==> src/rtl/vram_arbiter.sv <==
// rtl/vram_arbiter.sv - single-port VRAM arbiter: scanout > game read > buffered game write (optional VRAM_STALL_STATS_EN)
module vram_arbiter #(
  parameter int ADDR_W  = 15,
  parameter int DATA_W  = 8,
  parameter int FIFO_AW = 2
) (
  input  logic              CLK_VGA,
  input  logic              RST_VGA,
  input  logic              SCAN_REQ,
  input  logic [ADDR_W-1:0] SCAN_ADDR,
  output logic              SCAN_VALID,
  output logic [DATA_W-1:0] SCAN_DATA,
  input  logic              RD_VALID,
  output logic              RD_READY,
  input  logic [ADDR_W-1:0] RD_ADDR,
  output logic              RD_RVALID,
  output logic [DATA_W-1:0] RD_RDATA,
  input  logic              WR_VALID,
  output logic              WR_READY,
  input  logic [ADDR_W-1:0] WR_ADDR,
  input  logic [DATA_W-1:0] WR_DATA,
  output logic              MEM_EN,
  output logic              MEM_WE,
  output logic [ADDR_W-1:0] MEM_ADDR,
  output logic [DATA_W-1:0] MEM_WDATA,
  input  logic [DATA_W-1:0] MEM_RDATA,
  output logic              FIFO_EMPTY
`ifdef VRAM_STALL_STATS_EN
  ,output logic [15:0]      STALL_CNT
`endif
);

  localparam int DEPTH = 1 << FIFO_AW;

  logic                run_q;
  logic [FIFO_AW:0]    wr_ptr_q, wr_ptr_d;
  logic [FIFO_AW:0]    rd_ptr_q, rd_ptr_d;
  logic                scan_vld_q, scan_vld_d;
  logic                rd_vld_q, rd_vld_d;
  logic [ADDR_W-1:0]   fifo_addr_q [DEPTH];
  logic [DATA_W-1:0]   fifo_data_q [DEPTH];

  logic                empty, full, push, pop;
  logic                scan_gnt, rd_gnt;
  logic [FIFO_AW-1:0]  head_idx;

  assign empty    = (wr_ptr_q == rd_ptr_q);
  assign full     = (wr_ptr_q[FIFO_AW] != rd_ptr_q[FIFO_AW]) &&
                    (wr_ptr_q[FIFO_AW-1:0] == rd_ptr_q[FIFO_AW-1:0]);
  assign head_idx = rd_ptr_q[FIFO_AW-1:0];

  // Strict-priority grant; run_q keeps the RAM quiet until the first edge after reset release
  always_comb begin
    scan_gnt  = 1'b0;
    rd_gnt    = 1'b0;
    pop       = 1'b0;
    MEM_EN    = 1'b0;
    MEM_WE    = 1'b0;
    MEM_ADDR  = SCAN_ADDR;
    MEM_WDATA = fifo_data_q[head_idx];
    if (run_q) begin
      if (SCAN_REQ) begin
        scan_gnt = 1'b1;
        MEM_EN   = 1'b1;
      end else if (RD_VALID && empty) begin
        rd_gnt   = 1'b1;
        MEM_EN   = 1'b1;
        MEM_ADDR = RD_ADDR;
      end else if (!empty) begin
        pop      = 1'b1;
        MEM_EN   = 1'b1;
        MEM_WE   = 1'b1;
        MEM_ADDR = fifo_addr_q[head_idx];
      end
    end
  end

  // Writes are held off while a read waits for the drain so the read cannot starve
  assign WR_READY   = run_q && !full && !(RD_VALID && !empty);
  assign push       = WR_VALID && WR_READY;
  assign RD_READY   = rd_gnt;
  assign FIFO_EMPTY = empty;
  assign SCAN_DATA  = MEM_RDATA;
  assign RD_RDATA   = MEM_RDATA;
  assign SCAN_VALID = scan_vld_q;
  assign RD_RVALID  = rd_vld_q;

  // Next-state for pointers and the read-valid pulses
  always_comb begin
    wr_ptr_d   = push ? wr_ptr_q + {{FIFO_AW{1'b0}}, 1'b1} : wr_ptr_q;
    rd_ptr_d   = pop  ? rd_ptr_q + {{FIFO_AW{1'b0}}, 1'b1} : rd_ptr_q;
    scan_vld_d = scan_gnt;
    rd_vld_d   = rd_gnt;
  end

  // Control state, cleared asynchronously
  always_ff @(posedge CLK_VGA or negedge RST_VGA) begin
    if (!RST_VGA) begin
      run_q      <= 1'b0;
      wr_ptr_q   <= '0;
      rd_ptr_q   <= '0;
      scan_vld_q <= 1'b0;
      rd_vld_q   <= 1'b0;
    end else begin
      run_q      <= 1'b1;
      wr_ptr_q   <= wr_ptr_d;
      rd_ptr_q   <= rd_ptr_d;
      scan_vld_q <= scan_vld_d;
      rd_vld_q   <= rd_vld_d;
    end
  end

  // FIFO payload storage; contents are meaningless once the pointers are reset
  always_ff @(posedge CLK_VGA) begin
    if (push) begin
      fifo_addr_q[wr_ptr_q[FIFO_AW-1:0]] <= WR_ADDR;
      fifo_data_q[wr_ptr_q[FIFO_AW-1:0]] <= WR_DATA;
    end
  end

`ifdef VRAM_STALL_STATS_EN
  logic [15:0] stall_cnt_q, stall_cnt_d;

  // Saturating count of cycles a write was offered but refused
  always_comb begin
    stall_cnt_d = stall_cnt_q;
    if (WR_VALID && !WR_READY && stall_cnt_q != 16'hFFFF)
      stall_cnt_d = stall_cnt_q + 16'd1;
  end

  // Stall counter register
  always_ff @(posedge CLK_VGA or negedge RST_VGA) begin
    if (!RST_VGA) stall_cnt_q <= 16'd0;
    else          stall_cnt_q <= stall_cnt_d;
  end

  assign STALL_CNT = stall_cnt_q;
`endif

endmodule

==> config.mk <==
export PLATFORM = sky130hd
export DESIGN_NAME = vram_arbiter
export DESIGN_NICKNAME = d
export VERILOG_FILES = /design/src/rtl/vram_arbiter.sv
export SDC_FILE = /design/constraint.sdc
export NUM_CORES = 1
export LEC_CHECK = 0
export ABC_CLOCK_PERIOD_IN_PS = 7370
export CORE_ASPECT_RATIO = 0.5
export CORE_MARGIN = 2
export CORE_UTILIZATION = 45
export CTS_CLUSTER_DIAMETER = 200
export DETAILED_ROUTE_END_ITERATION = 7
export DONT_BUFFER_PORTS = 1
export PLACE_DENSITY_LB_ADDON = 0.08
export SYNTH_ARGS = -nofsm -noshare
export SYNTH_HDL_FRONTEND = slang
export SYNTH_SLANG_ARGS = --single-unit
==> constraint.sdc <==
create_clock -name CLK_VGA -period 7.37 [get_ports CLK_VGA]
set_input_delay 1.1055 -clock CLK_VGA [delete_from_list [all_inputs] [get_ports CLK_VGA]]
set_output_delay 1.1055 -clock CLK_VGA [all_outputs]
set_load 0.02 [all_outputs]
==> impl_metrics.toml <==
[run_status]
outcome = "completed"

[placement]
io_buffers = 0
pre_cts_ws_ns = 3.71
dpl.hpwl_mm = 5.30
place_congestion = 0.689
dp.cells = 324

[setup_path]
r2r_start = "rd_ptr_q[0]"
cpPeakStageDelay_ns = 1.00
r2r_cells = 6
critPathKind = "reg -> out"
critPathLaunchType = "register"
r2r-end = "fifo_addr_q[2][4]"
reg2reg_setup_slack_ns = 4.25
cp_data_required_time_ns = 6.26
startpoint = "rd_ptr_q[0]"
arrival_ns = 2.87
cp_cell_sequence = "xnor2_2, nand3_2, o21a_1, a2bb2oi_1"
cp-end-kind = "output pin"
critPathMaxFanout = 26
crit_slowest_cell = "dfrtp_2"

[clocking]
clk_latency_ns = 0.34
post_cts_buffers = 0
cts_hold_buf = 0
cts_tree = "done"
cts.clk_slew.worst_paths_ns = 0.06
cts_buffers = 9
cts_resized = 0
cts.sinks = 101
cts_buffer_depth = 2
htree_levels = 3
cts-root-buf = "clkbuf_16"

[finish]
final_common_cell = "edfxtp_1"
n_antenna_cell = 0
nets = 285
final_cell_mix = "edfxtp_1 (92), mux4_2 (23), o22ai_1 (15), a2bb2oi_1 (15), clkbuf_16 (9)"
drive_gt1_share_pct = 25.5
post-route-util_pct = 49.3
fill_cells = 776
fin_cells = 337
syn2layout_area_growth_pct = 7.99

[routing]
dr.pass1.iters = 4
drcViolationCount = 0
vias = 1967
detail_route.iter0.violations = 124
vias_per_cell = 5.84
wl_mm = 8.11
ant_nets = 0
routedWlPerCell_um = 24.1

[synth]
synth_top_family_by_area = "multiplexers"
yosys_register_bits = 101
synthMuxAreaShare_pct = 12.8
synthAdderAreaFrac_pct = 1.47
synth_compound_area_share_pct = 6.82
ys_seq_area_share_pct = 70.2
syn_avg_cell_area_um2 = 19.0
yosys.area_share.simple_pct = 2.00
netlist_instances = 224
synth_xor_area_share_pct = 1.59
synth_cell_type_count = 34
syn_area_um2 = 4260
ys_warn_count = 0
synth_nets = 295

[power_and_ir_drop]
clkPwrFrac_pct = 28.0
p_leak_nw = 1.50
pwr-share-comb_pct = 30.3
power.internal_mw = 1.25
peakVddDrop_uv = 160
power_frac_seq_pct = 41.8
sw_frac_of_total_pct = 32.0
switchingPower_mw = 0.588
powerDensity_nw_per_um2 = 400

[global_routing]
antenna_found_initial = 0
groute.usage.overall_pct = 16.4
grt_pass1_wl_mm = 11.8
grt_overflow_total = 0
grt_pass1_vias = 2016
grt_max_degree = 27

[sta]
hold_viol = 0
relSlewSlack_pct = 36.2
fin_ws_ns = 3.39
setup_viol = 0
grt_setup_unrepaired = "false"
max_freq_mhz = 251
finClkSkew_ns = 0.00480
layout_min_cycle_time_ns = 3.98
slew_viol_final = 0
tightest_slew_ns = 0.956
setup_tns_ns = 0
finalCritPeriodShare_pct = 54.0

[die]
core_um2 = 9320
die_width_um = 142
initial_core_util_pct = 45.7
die_y_um = 72.8
fp-row-count = 25
die-area_um2 = 10300
boundaryPins = 112

[run]
cap_viol_max_count = 0

[min_path]
worstHoldPathType = "in -> async"
## final cells by class
| type | count | area (µm²) | area share (%) |
|---|---|---|---|
| Timing Repair Buffer | 6 | 45.0 | 0.980 |
| Inverter | 6 | 25.0 | 0.544 |
| Clock inverter | 4 | 98.8 | 2.15 |
| Tap cell | 121 | 151 | 3.29 |
| Clock buffer | 9 | 225 | 4.90 |
| Sequential cell | 101 | 2990 | 65.0 |
| Multi-Input combinational cell | 90 | 1060 | 23.1 |
## critical path, delay by kind of cell (launching register included)
family           cells  cell delay, ns
AO/OA/AOI/OAI        2            1.07
flip-flops           1            1.00
XOR/XNOR             1            0.24
AND/OR/NAND/NOR      1            0.21
## worst max-delay path by stage
stage / end / slack (ns) / cells after the start
after floorplan: MEM_ADDR[10] / 4.13 / 5
after CTS: MEM_ADDR[14] / 3.32 / 4
after global placement: MEM_ADDR[14] / 3.81 / 4
after detailed placement: MEM_ADDR[14] / 3.71 / 4
after global routing: MEM_ADDR[12] / 3.14 / 4
final: MEM_ADDR[14] / 3.39 / 4
## logic make-up after synthesis
logic type / Yosys count
other cells: 1
compound gates: 37
buf+inv: 33
flops: 101
xor+xnor: 6
simple gates: 16
fa+ha+maj: 5
mux: 25
## power groups by stage
stage / sequential, mW / clock [mW] / combinational (mW)
6_report: 0.769 / 0.515 / 0.558
4_1_cts: 0.773 / 0.528 / 0.563
3_3_place_gp: 0.780 / 0 / 0.552
2_1_floorplan: 0.732 / 0 / 0.521
5_1_grt: 0.783 / 0.551 / 0.595
3_5_place_dp: 0.785 / 0 / 0.562
## layer usage
metal	track usage, %	vias to the layer above	wire [µm]
li1	-	864	-
met1	20.2	1023	3390
met2	26.4	70	3930
met3	7.68	10	735
met4	5.11	0	50
met5	0	-	0
## synthesized netlist by cell type
cell type | n | area [µm²]
buf_2 | 3 | 15.0
mux2_4 | 1 | 15.0
edfxtp_1 | 92 | 2760
buf_6 | 1 | 11.3
xnor2_2 | 2 | 32.5
nor2_1 | 6 | 22.5
nand2b_1 | 1 | 6.26
o21a_1 | 1 | 7.51
buf_4 | 21 | 158
o211ai_4 | 1 | 21.3
conb_1 | 1 | 3.75
and3_1 | 1 | 6.26
o22ai_1 | 15 | 93.8
nor2b_1 | 2 | 12.5
inv_4 | 1 | 6.26
a21oi_1 | 2 | 10.0
inv_1 | 5 | 18.8
mux2_2 | 1 | 11.3
nand3_1 | 1 | 5.00
o31a_1 | 1 | 8.76
nand3_2 | 1 | 10.0
a32oi_1 | 1 | 8.76
mux4_2 | 23 | 518
nor2_2 | 1 | 6.26
dfrtp_1 | 9 | 225
xor2_1 | 2 | 17.5
a2bb2oi_1 | 15 | 131
and2_1 | 1 | 6.26
ha_1 | 5 | 62.6
nand4_1 | 1 | 6.26
clkbuf_1 | 2 | 7.51
xnor2_1 | 2 | 17.5
nand2_1 | 1 | 3.75
o22a_1 | 1 | 8.76
## per-stage QoR
stage	instance area (µm²)	total power [mW]	hold slack, ns
5_1_grt	4600	1.93	0.430
2_1_floorplan	4260	1.25	0.481
3_5_place_dp	4270	1.35	0.516
6_report	4600	1.84	0.456
4_1_cts	4600	1.86	0.437
3_3_place_gp	4270	1.33	0.512
## registers in the layout, indices dropped and copies added, names as in the netlist
register,flops
RD_RVALID,1
SCAN_VALID,1
fifo_addr_q,60
fifo_data_q,32
rd_ptr_q,3
run_q,1
wr_ptr_q,3
(Power assumes the default switching activity.)
